===== config.mk =====
export PLATFORM = sky130hd
export DESIGN_NAME = uart_cmd_rx
export DESIGN_NICKNAME = d
export VERILOG_FILES = /design/src/rtl/uart_cmd_rx.sv
export SDC_FILE = /design/constraint.sdc
export NUM_CORES = 1
export LEC_CHECK = 0
export ABC_CLOCK_PERIOD_IN_PS = 2200
export BUFFER_PORTS_ARGS = -buffer_cell sky130_fd_sc_hd__buf_4
export CORE_MARGIN = 2
export CORE_UTILIZATION = 60
export CTS_BUF_LIST = sky130_fd_sc_hd__clkbuf_4
export CTS_CLUSTER_SIZE = 24
export DETAILED_ROUTE_END_ITERATION = 10
export GPL_TIMING_DRIVEN = 0
export PLACE_DENSITY = 0.78
export SLEW_MARGIN = 20
export SYNTH_ARGS = -nofsm -noshare
export SYNTH_HDL_FRONTEND = slang
export SYNTH_SLANG_ARGS = --single-unit

===== constraint.sdc =====
create_clock -name clk -period 2.2 [get_ports clk]
set_clock_uncertainty 0.05 [all_clocks]
set_input_delay 0.44 -clock clk [delete_from_list [all_inputs] [get_ports clk]]
set_output_delay 0.44 -clock clk [all_outputs]
set_load 0.03 [all_outputs]

===== src/rtl/uart_cmd_rx.sv =====
// 8N1 UART receiver with 16x oversampling; decodes ASCII drive characters into
// 3-bit commands on a valid/ready handshake with sticky error flags.
module uart_cmd_rx #(
    parameter int CLK_FREQ = 50_000_000,
    parameter int BAUD     = 115200
) (
    input  logic       clk,
    input  logic       reset,
    input  logic       rx,
    input  logic       cmd_ready,
    input  logic       err_clear,
    output logic [7:0] rx_data,
    output logic       rx_byte_valid,
    output logic [2:0] command,
    output logic       cmd_valid,
    output logic       frame_err,
    output logic       unknown_err,
    output logic       overrun_err
);

    localparam int TICK_RAW = (CLK_FREQ + BAUD * 8) / (BAUD * 16);
    localparam int TICK_DIV = (TICK_RAW < 1) ? 1 : TICK_RAW;
    localparam int TW       = (TICK_DIV > 1) ? $clog2(TICK_DIV) : 1;

    typedef enum logic [1:0] {IDLE, START, DATA, STOP} state_t;

    state_t        state;
    logic          rx_meta, rx_s;
    logic [1:0]    sync_init;
    logic          armed;
    logic [TW-1:0] tick_cnt;
    logic          tick;
    logic [3:0]    os;
    logic [2:0]    bit_cnt;
    logic [7:0]    shift;
    logic          stop_pt, good_stop, bad_stop;
    logic          dec_hit, dec_unk, new_cmd;
    logic [2:0]    dec_code;

    // sync_init marks when rx_s reflects the real line rather than the reset preset
    always_ff @(posedge clk or posedge reset) begin
        if (reset) begin
            rx_meta   <= 1'b1;
            rx_s      <= 1'b1;
            sync_init <= 2'b00;
        end else begin
            rx_meta   <= rx;
            rx_s      <= rx_meta;
            sync_init <= {sync_init[0], 1'b1};
        end
    end

    assign tick = (state != IDLE) && (tick_cnt == TW'(TICK_DIV - 1));

    always_ff @(posedge clk or posedge reset) begin
        if (reset)
            tick_cnt <= '0;
        else if (state == IDLE || tick)
            tick_cnt <= '0;
        else
            tick_cnt <= tick_cnt + TW'(1);
    end

    assign stop_pt   = (state == STOP) && tick && (os == 4'd15);
    assign good_stop = stop_pt && rx_s;
    assign bad_stop  = stop_pt && !rx_s;

    always_comb begin
        dec_hit  = 1'b1;
        dec_unk  = 1'b0;
        dec_code = 3'd0;
        case (shift)
            8'h53: dec_code = 3'd0;
            8'h46: dec_code = 3'd1;
            8'h42: dec_code = 3'd2;
            8'h4C: dec_code = 3'd3;
            8'h52: dec_code = 3'd4;
            8'h43: dec_code = 3'd5;
            8'h54: dec_code = 3'd6;
            8'h58: dec_code = 3'd7;
            8'h0D, 8'h0A: dec_hit = 1'b0;
            default: begin
                dec_hit = 1'b0;
                dec_unk = 1'b1;
            end
        endcase
    end

    assign new_cmd = good_stop && dec_hit;

    // armed stays low after reset until the line is seen idle, discarding a cut-off frame
    always_ff @(posedge clk or posedge reset) begin
        if (reset) begin
            state   <= IDLE;
            os      <= 4'd0;
            bit_cnt <= 3'd0;
            shift   <= 8'd0;
            armed   <= 1'b0;
        end else begin
            if (sync_init[1] && rx_s)
                armed <= 1'b1;
            case (state)
                IDLE: if (armed && !rx_s) begin
                    state <= START;
                    os    <= 4'd0;
                end
                START: if (tick) begin
                    if (os == 4'd7) begin
                        os      <= 4'd0;
                        bit_cnt <= 3'd0;
                        state   <= rx_s ? IDLE : DATA;
                    end else
                        os <= os + 4'd1;
                end
                DATA: if (tick) begin
                    if (os == 4'd15) begin
                        os    <= 4'd0;
                        shift <= {rx_s, shift[7:1]};
                        if (bit_cnt == 3'd7)
                            state <= STOP;
                        else
                            bit_cnt <= bit_cnt + 3'd1;
                    end else
                        os <= os + 4'd1;
                end
                STOP: if (tick) begin
                    if (os == 4'd15) begin
                        os    <= 4'd0;
                        state <= IDLE;
                    end else
                        os <= os + 4'd1;
                end
                default: state <= IDLE;
            endcase
        end
    end

    always_ff @(posedge clk or posedge reset) begin
        if (reset) begin
            rx_data       <= 8'd0;
            rx_byte_valid <= 1'b0;
            command       <= 3'd0;
            cmd_valid     <= 1'b0;
            frame_err     <= 1'b0;
            unknown_err   <= 1'b0;
            overrun_err   <= 1'b0;
        end else begin
            rx_byte_valid <= good_stop;
            if (good_stop)
                rx_data <= shift;
            if (new_cmd && (!cmd_valid || cmd_ready)) begin
                command   <= dec_code;
                cmd_valid <= 1'b1;
            end else if (!new_cmd && cmd_valid && cmd_ready)
                cmd_valid <= 1'b0;
            frame_err   <= bad_stop | (frame_err & ~err_clear);
            unknown_err <= (good_stop & dec_unk) | (unknown_err & ~err_clear);
            overrun_err <= (new_cmd & cmd_valid & ~cmd_ready) | (overrun_err & ~err_clear);
        end
    end

endmodule


==> results.md <==
- Min-delay worst type: input pin to async pin
- DR WL/cell: 14.58 µm
- DR WL met3: 134 µm
- Slew HR: 63.77%
- Avg Cell Area, Syn: 11.77 µm²
- Reg power frac: 52.6%
- Synth Cell Area: 2048 µm²
- Total of max-cap violations: 0
- Flops & latches, synth: 43
- Vias/cell: 5.719
- Leakage: 1.192 nW
- Vias in the first global route: 1497
- Placement Cell Area: 2276 µm²
- Setup slack, reg-to-reg: 0.21 ns
- First-pass DRT Iterations: 4
- Root buffer cell: clkbuf_4
- Diodes inserted: 0
- Synth warn: 0
- Met2 Wirelength: 1800 µm
- Core Util, Final: 71.92%
- Hold Buf Count CTS: 0
- Sw Share: 23.98%
- Setup WS pre-CTS: 0.2059 ns
- Slew Limit Fails: 0
- EDFF count, synth: 0
- Worst EP arrival: 2.18 ns
- RSZ-0062 raised after global routing: no
- Largest net degree at the start of global routing: 28
- DRT Wirelength: 3631 µm
- Die area: 3897 µm²
- First-pass GRT wire length: 6900 µm
- Top-area cell type share of the netlist area: 50.09%
- Core region area: 3311 µm²
- CTS tree: built
- Die X: 62.43 µm
- Clock sink count: 43
- Yosys top cell by area: dfrtp_1
- Max Buffers Root-to-Sink: 2
- Io pins: 21
- Final Cell Area: 2381 µm²
- Net count reported at finish: 212
- WL met1: 1661 µm
- Share of layout cells above drive strength 1: 30.54%
- Final period util: 90.60%
- Switching pwr: 414.4 µW
- Final hold slack: 0.003357 ns
- Setup TNS: 0 ns
- Die H: 62.43 µm
- Power density over cell area: 725.9 nW/µm²
- # rows: 21
- Tmin final: 1.993 ns
- Skew-Pair Late Insertion Delay: 0.35 ns
- All-Layer GR Usage: 22.09%
- Type of the worst setup path: register to register
- Dpl hpwl: 2689 µm
- Worst setup EP type: register
- Post-route antenna net violation count: 0
- VDD IR max: 0.5761 mV
- Top Layer Used: met4
- Number of setup buffers added after CTS: 0
- Port bufs: 20
- F_max: 0.5017 GHz
- Number of hold violations in the final report: 0
- Effective utilization at floorplan: 61.87%
- Synth area leaders: dfrtp_1, mux2_2, ha_1
- Slew @ Worst Pin: 0.5394 ns
- Post-CTS sizing: 0
- Critical Path RT: 2.39 ns
- Post-Synthesis Cells: 174
- Top_reg_cell synth: dfrtp_1
- GR Overflow Total: 0
- Worst Path Max Fanout: 10
- Clock power frac: 35.5%
- Async set-reset flop share out of synthesis: 100.0%
- Final worst setup slack: 0.2068 ns
- Via count: 1424
- CTS HTree Levels: 2
- DRC Markers: 0
- Antenna violations before repair: 0
- Gpl congestion: 0.7801
- Unique masters post-synth: 50
- Register area share after synthesis: 52.66%
- Int Power: 1.314 mW
- Area Overhead vs Synth: 16.25%
- Crit path launch type: register
- Logic gate share of total power: 11.9%
- Setup violations, final: 0
- 1st-iter DRT viols: 45
- Outcome: finished clean
- Syn nets: 184
- Clock slew at reported path FFs: 0.13 ns
- CTS Buf Count: 5
power groups by stage:
stage	registers, mW	clock network (mW)	logic, mW
floorplan	0.912	0	0.169
global placement	0.918	0	0.194
detailed placement	0.925	0	0.209
CTS	0.909	0.623	0.210
global route	0.920	0.662	0.242
finish	0.909	0.613	0.206
critical path: stages (launching register included):
cell      delay (ns)
dfrtp_1         0.43
inv_1           0.07
ha_1            0.20
nand4b_4        0.17
nor2_2          0.16
and4_4          0.27
buf_4           0.19
mux2_2          0.35
per-stage QoR:
step / power (mW) / instances
6_report: 1.728 / 249
5_1_grt: 1.824 / 249
4_1_cts: 1.742 / 249
3_5_place_dp: 1.134 / 241
3_3_place_gp: 1.112 / 240
2_1_floorplan: 1.081 / 174
sequential cells by signal, indices dropped and copies added (netlist names), 2 cells and up, named ones only:
name and count:
bit_cnt 3, command 3, os 4, rx_data 8, shift 8, sync_init 2, tick_cnt 5
cell usage after synthesis, types with 2 or more instances:
cell	number
nor2_1	15
nand4_1	2
mux2_1	3
a21o_1	3
dfstp_2	2
xnor2_1	3
mux2_2	16
nor2b_1	2
buf_2	3
o21ai_0	6
inv_1	6
nand2_1	14
clkbuf_1	3
or4b_1	2
a21oi_1	4
xor2_1	4
dfrtp_1	41
a32o_1	2
a211oi_1	2
nand3_1	7
ha_1	5
path summary, 6_finish.rpt:
| check | to | start | cells after the start |
|---|---|---|---|
| setup / recovery | rx_data[7] | tick_cnt[0] | 7 |
| hold / removal | command[1] | reset | 2 |
| setup reg to reg | rx_data[7] | tick_cnt[0] | 7 |
| hold reg to reg | rx_s | rx_meta | 0 |
| max in group asynchronous | rx_s | reset | 3 |
| min in group clk | rx_meta | rx | 1 |
logic make-up after synthesis:
family          Yosys count  share of synthesized area, %
simple gates             56                         16.92
flops                    43                         52.66
compound gates           29                         10.32
mux                      19                         10.45
buf+inv                  14                         3.421
xor+xnor                  7                         2.993
fa+ha+maj                 5                         3.054
other cells               1                        0.1831
metal layers:
layer	global-route usage, %	vias up
li1	-	676
met1	30.14	716
met2	36.02	28
met3	3.964	4
met4	7.500	0
met5	0	-
area by class of cell:
type                            count  area, µm²
Clock inverter                      2      60.06
Fill cell                         262      929.6
Tap cell                           46      57.56
Sequential cell                    43       1079
Inverter                            6      22.52
Clock buffer                        6      45.04
Buffer                              8      47.55
Timing Repair Buffer               21      170.2
Multi-Input combinational cell    117      899.6
layout by cell type, fill, tap and decap left out, types with 2 or more instances in the layout:
master     count
mux2_2        16
a21o_1         3
dfstp_2        2
bufinv_16      2
a211oi_1       2
a21oi_1        4
clkbuf_1       3
nand3_1        7
mux2_1         3
a32o_1         2
inv_1          5
nor2b_1        2
nand4_1        2
ha_1           5
buf_2          3
nand2_1       14
clkbuf_4       6
xnor2_1        3
o21ai_0        6
xor2_1         4
nor2_1        15
dfrtp_1       41
or4b_1         2
buf_4         21
Power figures use the tool's default switching activity.
